$ cat src/rtl/bcd_pkg.sv
// Shared types and constants for the serial packed-BCD adder.
package bcd_pkg;

    typedef enum logic [1:0] {
        IDLE = 2'd0,
        RUN  = 2'd1,
        DONE = 2'd2
    } state_t;

    localparam int         DIGW     = 4;
    localparam logic [3:0] BCD_MAX  = 4'd9;
    localparam logic [3:0] BCD_CORR = 4'd6;

endpackage

$ cat src/rtl/bcd_serial_add_ctrl_if.sv
// Operand/result bundle between an operand source and the serial BCD adder.
interface bcd_serial_add_ctrl_if #(
    parameter int NDIG = 4
);
    import bcd_pkg::*;

    logic                 start;
    logic [DIGW*NDIG-1:0] A;
    logic [DIGW*NDIG-1:0] B;
    logic                 Ci;
    logic                 busy;
    logic                 done;
    logic [DIGW*NDIG-1:0] S;
    logic                 Co;
    logic                 err;

    modport master (
        output start, A, B, Ci,
        input  busy, done, S, Co, err
    );

    modport slave (
        input  start, A, B, Ci,
        output busy, done, S, Co, err
    );

endinterface

$ cat src/rtl/bcd_digit_add.sv
// Single-digit decimal adder; carry out is the >9 correction condition itself.
module bcd_digit_add
    import bcd_pkg::*;
(
    input  logic [DIGW-1:0] a,
    input  logic [DIGW-1:0] b,
    input  logic            ci,
    output logic [DIGW-1:0] s,
    output logic            co
);

    logic [DIGW:0] z_s;

    // Binary sum, then decimal correction when the raw digit leaves 0..9.
    always_comb begin
        z_s = {1'b0, a} + {1'b0, b} + {4'b0000, ci};
        if (z_s > {1'b0, BCD_MAX}) begin
            s  = z_s[DIGW-1:0] + BCD_CORR;
            co = 1'b1;
        end else begin
            s  = z_s[DIGW-1:0];
            co = 1'b0;
        end
    end

endmodule

$ cat src/rtl/bcd_serial_add_ctrl.sv
// Multi-digit packed-BCD adder that reuses one digit adder, LSD first, one digit per clock.
module bcd_serial_add_ctrl
    import bcd_pkg::*;
#(
    parameter int NDIG = 4
) (
    input  logic                        clk,
    input  logic                        rst,
    bcd_serial_add_ctrl_if.slave        bus
);

    localparam int W    = DIGW * NDIG;
    localparam int IDXW = (NDIG > 1) ? $clog2(NDIG) : 1;
    localparam logic [IDXW-1:0] IDX_LAST = IDXW'(NDIG - 1);

    state_t          state_r;
    state_t          state_nxt_s;
    logic [W-1:0]    op_a_r;
    logic [W-1:0]    op_b_r;
    logic [W-1:0]    s_r;
    logic            carry_r;
    logic            co_r;
    logic            err_r;
    logic            busy_r;
    logic            done_r;
    logic [IDXW-1:0] idx_r;

    logic            accept_s;
    logic            last_s;
    logic [DIGW-1:0] dig_a_s;
    logic [DIGW-1:0] dig_b_s;
    logic [DIGW-1:0] dig_s_s;
    logic            dig_co_s;

    function automatic logic any_invalid(input logic [W-1:0] v);
        logic r;
        r = 1'b0;
        for (int i = 0; i < NDIG; i++) begin
            r = r | (v[i*DIGW +: DIGW] > BCD_MAX);
        end
        return r;
    endfunction

    // A new request is only taken when no operation is in flight.
    always_comb begin
        accept_s = bus.start && ((state_r == IDLE) || (state_r == DONE));
        last_s   = (idx_r == IDX_LAST);
        dig_a_s  = op_a_r[idx_r*DIGW +: DIGW];
        dig_b_s  = op_b_r[idx_r*DIGW +: DIGW];
    end

    bcd_digit_add u_digit (
        .a  (dig_a_s),
        .b  (dig_b_s),
        .ci (carry_r),
        .s  (dig_s_s),
        .co (dig_co_s)
    );

    // Next-state decode; DONE can chain straight back into RUN.
    always_comb begin
        state_nxt_s = state_r;
        case (state_r)
            IDLE: begin
                if (accept_s) begin
                    state_nxt_s = RUN;
                end else begin
                    state_nxt_s = IDLE;
                end
            end
            RUN: begin
                if (last_s) begin
                    state_nxt_s = DONE;
                end else begin
                    state_nxt_s = RUN;
                end
            end
            DONE: begin
                if (accept_s) begin
                    state_nxt_s = RUN;
                end else begin
                    state_nxt_s = IDLE;
                end
            end
            default: begin
                state_nxt_s = IDLE;
            end
        endcase
    end

    // State register with status flags registered from the next state.
    always_ff @(posedge clk) begin
        if (rst) begin
            state_r <= IDLE;
            busy_r  <= 1'b0;
            done_r  <= 1'b0;
        end else begin
            state_r <= state_nxt_s;
            busy_r  <= (state_nxt_s == RUN);
            done_r  <= (state_nxt_s == DONE);
        end
    end

    // Operand latch, digit index, ripple carry and result assembly.
    always_ff @(posedge clk) begin
        if (rst) begin
            op_a_r  <= '0;
            op_b_r  <= '0;
            s_r     <= '0;
            carry_r <= 1'b0;
            co_r    <= 1'b0;
            err_r   <= 1'b0;
            idx_r   <= '0;
        end else if (accept_s) begin
            op_a_r  <= bus.A;
            op_b_r  <= bus.B;
            carry_r <= bus.Ci;
            s_r     <= '0;
            co_r    <= 1'b0;
            err_r   <= any_invalid(bus.A) | any_invalid(bus.B);
            idx_r   <= '0;
        end else if (state_r == RUN) begin
            s_r[idx_r*DIGW +: DIGW] <= dig_s_s;
            carry_r                 <= dig_co_s;
            idx_r                   <= idx_r + IDXW'(1);
            if (last_s) begin
                co_r <= dig_co_s;
            end else begin
                co_r <= co_r;
            end
        end else begin
            s_r  <= s_r;
            co_r <= co_r;
        end
    end

    assign bus.busy = busy_r;
    assign bus.done = done_r;
    assign bus.S    = s_r;
    assign bus.Co   = co_r;
    assign bus.err  = err_r;

endmodule

$ cat src/flat_wrapper.sv
// flat-port wrapper written by rule: the top's interface ports become plain ports
module bcd_serial_add_ctrl_flat import bcd_pkg::*;
#(
    parameter int NDIG = 4
)
  (clk, rst, bus_start, bus_A, bus_B, bus_Ci, bus_busy, bus_done, bus_S, bus_Co, bus_err);
  bcd_serial_add_ctrl_if #(.NDIG(NDIG)) bus_i ();
  input  logic clk;
  input  logic rst;
  input wire logic [$bits(bus_i.start)-1:0] bus_start;
  input wire logic [$bits(bus_i.A)-1:0] bus_A;
  input wire logic [$bits(bus_i.B)-1:0] bus_B;
  input wire logic [$bits(bus_i.Ci)-1:0] bus_Ci;
  output wire logic [$bits(bus_i.busy)-1:0] bus_busy;
  output wire logic [$bits(bus_i.done)-1:0] bus_done;
  output wire logic [$bits(bus_i.S)-1:0] bus_S;
  output wire logic [$bits(bus_i.Co)-1:0] bus_Co;
  output wire logic [$bits(bus_i.err)-1:0] bus_err;
  assign bus_i.start = bus_start;
  assign bus_i.A = bus_A;
  assign bus_i.B = bus_B;
  assign bus_i.Ci = bus_Ci;
  assign bus_busy = bus_i.busy;
  assign bus_done = bus_i.done;
  assign bus_S = bus_i.S;
  assign bus_Co = bus_i.Co;
  assign bus_err = bus_i.err;
  bcd_serial_add_ctrl #(.NDIG(NDIG)) u_core (.clk(clk), .rst(rst), .bus(bus_i));
endmodule
$ cat config.mk
export PLATFORM = sky130hd
export DESIGN_NAME = bcd_serial_add_ctrl_flat
export DESIGN_NICKNAME = d
export VERILOG_FILES = /design/src/rtl/bcd_pkg.sv /design/src/rtl/bcd_serial_add_ctrl_if.sv /design/src/rtl/bcd_digit_add.sv /design/src/rtl/bcd_serial_add_ctrl.sv /design/src/flat_wrapper.sv
export SDC_FILE = /design/constraint.sdc
export NUM_CORES = 1
export LEC_CHECK = 0
export ABC_AREA = 0
export CELL_PAD_IN_SITES_DETAIL_PLACEMENT = 0
export CELL_PAD_IN_SITES_GLOBAL_PLACEMENT = 1
export CORE_MARGIN = 5
export CORE_UTILIZATION = 34
export CTS_CLUSTER_DIAMETER = 50
export DETAILED_ROUTE_END_ITERATION = 6
export GPL_TIMING_DRIVEN = 0
export PLACE_DENSITY = 0.77
export SLEW_MARGIN = 20
export SYNTH_ARGS = -nofsm -noshare
export SYNTH_HDL_FRONTEND = slang
export SYNTH_SLANG_ARGS = --single-unit
$ cat constraint.sdc
create_clock -name clk -period 4 [get_ports clk]
set_input_delay 0.4 -clock clk [delete_from_list [all_inputs] [get_ports clk]]
set_output_delay 0.4 -clock clk [all_outputs]
set_load 0.01 [all_outputs]
==> flow_results.org, run 1 <==
** Floorplanning
- The initial utilization of the core area, before any placement, comes to 0.351.
- Floorplan die area :: 9920 sq um
- The floorplan has 32 rows.
- The core region is 7770 sq um.
- Die outline width :: between 90 and 100 um
- Height of the die :: approximately 100 um
- In this run the count of I/O pins placed on the die edge is 56.

** Yosys
- Of the total synthesized cell area, the portion taken by XOR and XNOR cells is 0.00642.
- Cell area after synthesis :: 2730 sq um
- Part of the Yosys area used for sequential elements :: 0.418
- In the synthesized netlist, the cells that appear most often are sky130_fd_sc_hd__nand2_1, sky130_fd_sc_hd__dfxtp_1, sky130_fd_sc_hd__a21oi_1.
- Library cell with the highest instance count after synthesis :: sky130_fd_sc_hd__nand2_1
- Share of Yosys cell area claimed by the top area cell type :: 0.418
- Flop and latch count out of synthesis :: 57
- Of the total synthesized cell area, the portion taken by AND, OR, NAND and NOR gates is 0.210.
- Of all flip-flops after synthesis, the portion carrying an async set or reset was 0.
- Post-synth cell types :: 47
- The number of nets in the synthesized netlist is between 300 and 400.
- Of the post-synthesis cell area, the part taken by muxes is 0.0734.
- By area the synthesized netlist is led by sky130_fd_sc_hd__dfxtp_1, sky130_fd_sc_hd__nand2_1, sky130_fd_sc_hd__a21oi_1.
- The Yosys step of the flow raised 0 warnings.
- By area, the combinational part of the netlist is dominated by simple AND/OR/NAND/NOR gates.
- Cell type with the highest aggregate area in the netlist :: sky130_fd_sc_hd__dfxtp_1
- The share of the synthesized area in compound gates (AO/OA/AOI/OAI) came to 0.195.
- The cell count after synthesis came out at 314.
- Synth Area in Adders :: 0.0605
- Mean post-synth cell area :: ~8.7 sq um
- Top FF cell, synth :: sky130_fd_sc_hd__dfxtp_1
- In this run, synthesis inferred 0 flip-flops with an integrated enable.

** Global routing
- For this run the aggregate overflow at the end of global routing stands at 0.
- Initial antenna violation count :: 0
- The via count of the first global-routing pass is 2377.
- The first global-routing pass estimated roughly 12 mm of wire.
- Across every metal layer, demand over resource in global routing totals 0.149.
- Pin count of the biggest net entering global routing :: 11

** Final layout
- 0 antenna diodes ended up in the layout.
- The area growth from synthesis to layout is 33.7%.
- At the end of the flow, the number of nets in the layout was approximately 430.
- FF+latch area :: roughly 1100 sq um
- Fill cells :: a little under 800
- Layout cells sized above 1 :: 0.101
- Final Core Density :: 0.470
- The multi-input combinational cells in the finished layout cover a total of 1500 sq um.

** Clock tree
- Clock Tree Root :: sky130_fd_sc_hd__clkbuf_8
- Buffers inserted during clock tree synthesis total 9.
- After clock tree synthesis, the clock-pin slew on the worst setup and hold paths is 70 ps.
- Number of sinks driven by the clock tree :: 57
- The clock tree synthesis step divided the H-tree into 3 levels.
- TritonCTS built the clock tree.
- For the worst-skew pair, the clock arrives at the later sink with an insertion delay of ~340 ps.
- Largest buffer count on any clock path :: 2

** STA
- Final-report max-slew violation count :: 0
- Post-route minimum period :: 3790 ps
- At the pin with the least slew margin, the transition time is a little under 800 ps.
- Fin. Hold Viols :: 0
- Tightest slew margin relative to the limit :: 0.471
- Timing would allow up to roughly 260 MHz.
- Setup violations remaining at the end of the flow were counted as 0.
- Dividing the final minimum period by the clock period gives 0.948.
- Final Hold Slack :: 452 ps
- Setup repair after global routing left no endpoint under its margin.
- Worst Clk Skew :: 8.92 ps

** Worst setup path
- In this design, the largest share of critical-path delay is due to adder cells.
- Max FO, Critical Path :: 10
- Setup CP Type :: reg -> reg
- Library cell contributing the largest single delay on the critical path :: sky130_fd_sc_hd__mux4_2
- Data required time of the critical path :: ~4300 ps
- For this run, the slowest stage of the critical path takes 540 ps.
- CP Cell Sequence :: buf_12, mux4_2, fa_2, fa_1, clkbuf_4, inv_1, ha_1, and2b_1, a31o_4, o31ai_4, mux2i_4, a32o_1
- Data arrives at the worst endpoint at 4070 ps.
- In this run the critical register-to-register path is launched from u_core.idx_r[0].
- Worst reg-to-reg setup slack :: between 200 and 250 ps
- STA classifies the critical path endpoint as a flip-flop.
- Buffers plus inverters on the worst setup path :: 3
- Startpoint of the worst setup timing path :: u_core.idx_r[0]
- Startpoint type of the worst setup path :: flip-flop

** Detailed routing
- Total length of routed wires :: 7.10 mm
- Number of optimization iterations in the first detailed-route pass :: 4
- Count of routing violations after the opening detailed-route iteration :: 107
- ANT nets after route :: 0
- Number of vias per cell after detailed routing :: 5.08
- In the final routed layout, each cell accounts on average for 14.6 um.
- The routed layout has 2474 vias.
- In the routed design, unresolved DRC markers number 0.

** Power
- Maximum vdd ir drop :: 178 uV
- The share of total power dissipated in the clock network is 0.376.
- PwrDens :: 393 nW/um^2
- Static leakage :: 1.28 nW
- Total net switching power :: 394 uW
- Of the total power, the share spent switching nets is 0.275.
- The share of total power dissipated in combinational logic is 0.199.
- Internal power summed over all cells :: 1.04 mW
- Of the total power, registers draw 0.425.

** Placement
- In this run the tool buffered the top-level ports with 55 buffer cells.
- After legalization and detailed placement, the total HPWL measured 5.52 mm.
- Global placement routability congestion :: 0.789

** Run status
- Outcome :: complete, no violations

** Flow run
- Maximum Capacitance Violations :: 0

** Min path
- Worst min path class :: reg -> reg
- The worst hold path begins at u_core.op_b_r[0].
[cells in the final DEF, fill, tap and decap left out, drive strengths merged, types with 6 or more instances in the layout]
cell type / n
nand2: 76
dfxtp: 57
clkdlybuf4s50: 55
a21oi: 45
clkbuf: 28
nor2: 17
ha: 10
mux4: 8
o21ai: 8
nand3: 6
buf: 6
[per-stage QoR]
step	setup slack (ps)	instances	TNS, ps	cell area (sq um)	power, mW
finish	209	487	0	3650	1.43
detailed placement	-419	471	-2100	3410	0.890
floorplan	180	314	0	2730	0.791
global placement	-408	471	-1990	3410	0.886
CTS	35.4	486	0	3620	1.44
global route	26.1	487	0	3650	1.50
[kinds of logic after synthesis]
logic type | count (synthesis)
adders and majority gates | 12
DFF | 57
muxes | 10
buffers and inverters | 26
xor gates and xnor gates | 2
and+or+nand+nor | 125
AOI/OAI and AO/OA | 82
[worst min-delay path: cells and delay by family, from the launching register on]
family,cells,cell delay [ps]
and+or+nand+nor,1,50
AOI/OAI and AO/OA,1,50
DFF,1,300
[area by class of cell]
cell class              instances  area share
multi-input cells             231       0.412
flip-flops and latches         57       0.314
repair buffers                 56       0.153
clock buffers                  12      0.0425
well taps                     102      0.0350
plain buffers                  21      0.0278
clock inverters                 3      0.0110
inverters                       5     0.00515
[power by group through the flow]
stage	clock (mW)	combinational, mW	sequential, mW
6_report	0.539	0.285	0.609
5_1_grt	0.576	0.316	0.612
4_1_cts	0.551	0.279	0.609
3_5_place_dp	0	0.268	0.622
3_3_place_gp	0	0.266	0.621
2_1_floorplan	0	0.173	0.618
[routing by layer]
metal	GRT usage	wire [um]	up-vias
li1	-	-	1250
met1	0.193	3220	1145
met2	0.245	3390	70
met3	0.0400	408	9
met4	0.0441	79	0
met5	0	0	-
[state kept, by name, summed over array words and instances, names as in the netlist]
name	flops
u_core.carry_r	1
u_core.bus.busy	1
u_core.bus.S	16
u_core.op_b_r	16
u_core.bus.Co	1
u_core.state_r	2
u_core.bus.done	1
u_core.bus.err	1
u_core.idx_r	2
u_core.op_a_r	16
[worst paths after layout]
kind | to | depth (start not counted)
worst max-delay path | u_core.bus.S[6] | 12
worst min-delay path | u_core.op_b_r[0] | 2
worst max register to register | u_core.bus.S[6] | 12
worst min register to register | u_core.op_b_r[0] | 2
[what timing repair did]
| item | CTS | global route |
|---|---|---|
| endpoints found under the setup margin | 10 | 8 |
| resized for setup | 6 | 5 |
| buffers inserted | 0 | 1 |
| hold buffers | 0 | 0 |
| pin swaps | 1 | 1 |
No activity file was read; power rests on OpenSTA's default activity.
==> run 2, diff against run 1 <==
- CORE_UTILIZATION: 34 -> 38
- PLACE_DENSITY: 0.77 -> 0.81
- clock period: 4 -> 3.7 ns (I/O delays scaled with it)
==> flow_results.org, run 2 (synthesized netlist as in run 1, its figures left out) <==
** Worst setup path
- The type of the setup path with the least slack is reg -> reg (unchanged).
- Signal arrival time at the worst endpoint :: 3870 ps (was 4070 ps)
- The biggest fanout along the worst timing path was 8 (was 10).
- Worst setup EP type :: flip-flop (unchanged)
- The family with the most delay on the worst path is adder cells (unchanged).
- The critical path's largest stage delay was 530 ps (was 540 ps).
- Buffers plus inverters on the worst setup path :: 3 (unchanged)
- Startpoint type of the worst setup path :: flip-flop (unchanged)
- CP Cell Sequence: buf_12, mux4_2, fa_2, fa_1, buf_6, inv_1, ha_2, and2b_1, a31o_4, o31ai_4, mux2i_4, a32o_1 (was buf_12, mux4_2, fa_2, fa_1, clkbuf_4, inv_1, ha_1, and2b_1, a31o_4, o31ai_4, mux2i_4, a32o_1).
- The required time of the critical path is 3980 ps (was 4280 ps).
- The critical path's slowest cell was sky130_fd_sc_hd__mux4_2 (unchanged).

** Floorplanning
- The boundary pin count came to 56 (unchanged).
- Floorplan die area :: 8980 sq um (was 9920 sq um)
- Number of placement rows :: 30 (was 32)
- The y dimension of the die was 94.7 um (was 99.6 um).
- Starting density of the core :: 0.395 (was 0.351)
- The placeable core region came to 6910 sq um (was 7770 sq um).
- The die width is 94.7 um (was 99.6 um).

** Clock tree
- The number of H-tree branching levels is 3 (unchanged).
- Clock buffers created by TritonCTS :: 9 (unchanged)
- The hold buffer count at cts is 0 (unchanged).
- The source-to-sink clock delay at the later pin of the worst-skew pair came to 340 ps (about the same).
- Register clock-pin slew on the reported worst setup and hold paths :: 60 ps (was 70 ps)
- The buffer cell driving the clock tree root is sky130_fd_sc_hd__clkbuf_8 (unchanged).
- Clock tree from TritonCTS :: built (unchanged)
- Largest buffer count on any clock path :: 2 (unchanged)
- Number of sinks driven by the clock tree :: 57 (unchanged)

** Detailed routing
- The number of remaining DRC errors is 0 (unchanged).
- Number of optimization iterations in the first detailed-route pass :: 4 (unchanged)
- The via count is 2510 (was 2474).
- The final routed wire length divided by cell count was 14.8 um (was 14.6 um).
- The violation count after the first detailed-routing iteration was 153 (was 107).
- Total length of routed wires :: 7.20 mm (was 7.10 mm)
- The remaining antenna violation count came to 0 (unchanged).
- Number of vias per cell after detailed routing :: 5.15 (was 5.08)

** STA
- Fin. Hold Viols :: 0 (unchanged)
- Post-route minimum period :: 3590 ps (was 3790 ps)
- Unrepaired setup endpoints after global routing :: no (unchanged)
- Worst Clk Skew :: 5.90 ps (was 8.92 ps)
- Tightest slew margin relative to the limit :: 0.393 (was 0.471)
- Achievable Freq :: 278 MHz (was 264 MHz)
- The final count of pins violating max slew is 0 (unchanged).
- The transition time of the tightest slew-check pin is 897 ps (was 783 ps).
- Final Hold Slack :: 452 ps (about the same)
- Final setup vio count :: 0 (unchanged)
- The ratio of final minimum period to clock period came to 0.971 (was 0.948).

** Global routing
- The number of antenna violations at the first check in global routing was 0 (unchanged).
- The first-pass GRT wire length was 12.2 mm (was 11.8 mm).
- The maximum number of pins on one net before global-route repair is 11 (unchanged).
- Vias in the first global route :: 2471 (was 2377)
- The total routing usage reported by global routing is 0.177 (was 0.149).
- Gr ovfl total :: 0 (unchanged)

** Final layout
- The count of placed standard cells in the final layout, fillers left out came to 487 (unchanged).
- The fraction of final layout cells with drive strength greater than 1 came to 0.115 (was 0.101).
- Final Core Density :: 0.534 (was 0.470)
- The count of filler cells inserted in the layout was 685 (was 788).
- The number of nets in the final layout was 434 (was 429).
- Signed area change from the synthesized netlist to the final layout :: 35.1% (was 33.7%)
- The total non-filler cell area in the finished layout is 3690 sq um (was 3650 sq um).
- Most frequent cells in the layout: sky130_fd_sc_hd__nand2_1, sky130_fd_sc_hd__dfxtp_1, sky130_fd_sc_hd__clkdlybuf4s50_1 (unchanged).
- Antenna Diode Count :: 0 (unchanged)
- Most common library cell in the layout ignoring fill and taps :: sky130_fd_sc_hd__nand2_1 (unchanged)

** Power
- Switching part of the total :: 0.276 (was 0.275)
- The relative contribution of the clock network to total power came to 0.368 (was 0.376).
- Seq pwr share :: 0.425 (about the same)
- PwrDens :: 419 nW/um^2 (was 393 nW/um^2)
- Static leakage :: 1.31 nW (was 1.28 nW)
- Combinational group share of total power :: 0.206 (was 0.199)
- The total internal power was 1.12 mW (was 1.04 mW).
- The worst-case vdd ir drop came to 246 uV (was 178 uV).
- Total net switching power :: 427 uW (was 394 uW)
- Post-route total power :: 1.55 mW (was 1.43 mW)

** Min path
- The type of the worst min-delay path was reg -> reg (unchanged).

** Placement
- Cell count after placement :: 465 (was 471)
- The count of input and output buffers was 55 (unchanged).
- Global placement routability congestion :: 0.796 (was 0.789)
- The half-perimeter wire length after detailed placement is 5.42 mm (was 5.52 mm).
- The post-placement cell area is 3410 sq um (about the same).

** Run status
- Outcome :: complete, no violations (unchanged)

** Flow run
- Maximum Capacitance Violations :: 0 (unchanged)
-- run 2: cell types whose count changed in the layout (fill, tap and decap cells not counted) --
cell and change:
sky130_fd_sc_hd__buf_4 +6, sky130_fd_sc_hd__buf_6 +1, sky130_fd_sc_hd__clkbuf_1 +2, sky130_fd_sc_hd__clkbuf_2 -1, sky130_fd_sc_hd__clkbuf_4 -1, sky130_fd_sc_hd__clkbuf_8 -1
sky130_fd_sc_hd__ha_1 -1, sky130_fd_sc_hd__ha_2 +1, sky130_fd_sc_hd__xnor2_1 -1, sky130_fd_sc_hd__xnor2_2 +1
-- run 2: worst min-delay path: stages, from the launching register on --
cell	delay, ps
sky130_fd_sc_hd__dfxtp_1	300
sky130_fd_sc_hd__nand2_1	50
sky130_fd_sc_hd__a21oi_1	50
-- run 2: layout make-up --
cell class / count / area, sq um / area share
Multi-Input combinational cell: 231 / 1510 / 0.410
Sequential cell: 57 / 1140 / 0.310
Timing Repair Buffer: 61 / 596 / 0.162
Clock buffer: 13 / 149 / 0.0404
Tap cell: 96 / 120 / 0.0326
Buffer: 21 / 108 / 0.0292
Clock inverter: 3 / 40.0 / 0.0109
Inverter: 5 / 18.8 / 0.00509
-- run 2: per-layer routing --
| metal | part of all wire | GRT usage | vias to the layer above |
|---|---|---|---|
| li1 | - | - | 1265 |
| met3 | 0.050 | 0.0582 | 14 |
| met2 | 0.46 | 0.271 | 60 |
| met1 | 0.47 | 0.231 | 1171 |
| met4 | 0.021 | 0.0673 | 0 |
| met5 | 0 | 0 | - |
-- run 2: path summary, 6_finish.rpt --
path / from / endpoint / slack, ps / depth (start not counted)
setup / recovery: u_core.idx_r[0] / u_core.bus.S[6] / 110 / 12
hold / removal: u_core.op_b_r[9] / u_core.op_b_r[9] / 450 / 2
setup reg to reg: u_core.idx_r[0] / u_core.bus.S[6] / 110 / 12
hold reg to reg: u_core.op_b_r[9] / u_core.op_b_r[9] / 450 / 2
-- run 2: what timing repair did --
action / CTS / global route
buffers inserted: 2 / 4
pin swaps: 1 / 5
setup endpoints to repair: 14 / 8
gates resized for setup: 6 / 8
-- run 2: stage by stage --
stage                     TNS, ps  setup WS, ps
after floorplan                 0          18.5
after global placement      -1920          -340
after detailed placement    -2430          -380
after CTS                       0          44.5
after global routing            0          7.27
final                           0           107
-- run 2: power groups by stage --
stage / clock (mW) / combinational [mW] / sequential (mW)
floorplan: 0 / 0.192 / 0.668
global placement: 0 / 0.288 / 0.671
detailed placement: 0 / 0.291 / 0.672
CTS: 0.583 / 0.301 / 0.657
global route: 0.612 / 0.353 / 0.661
finish: 0.569 / 0.319 / 0.658
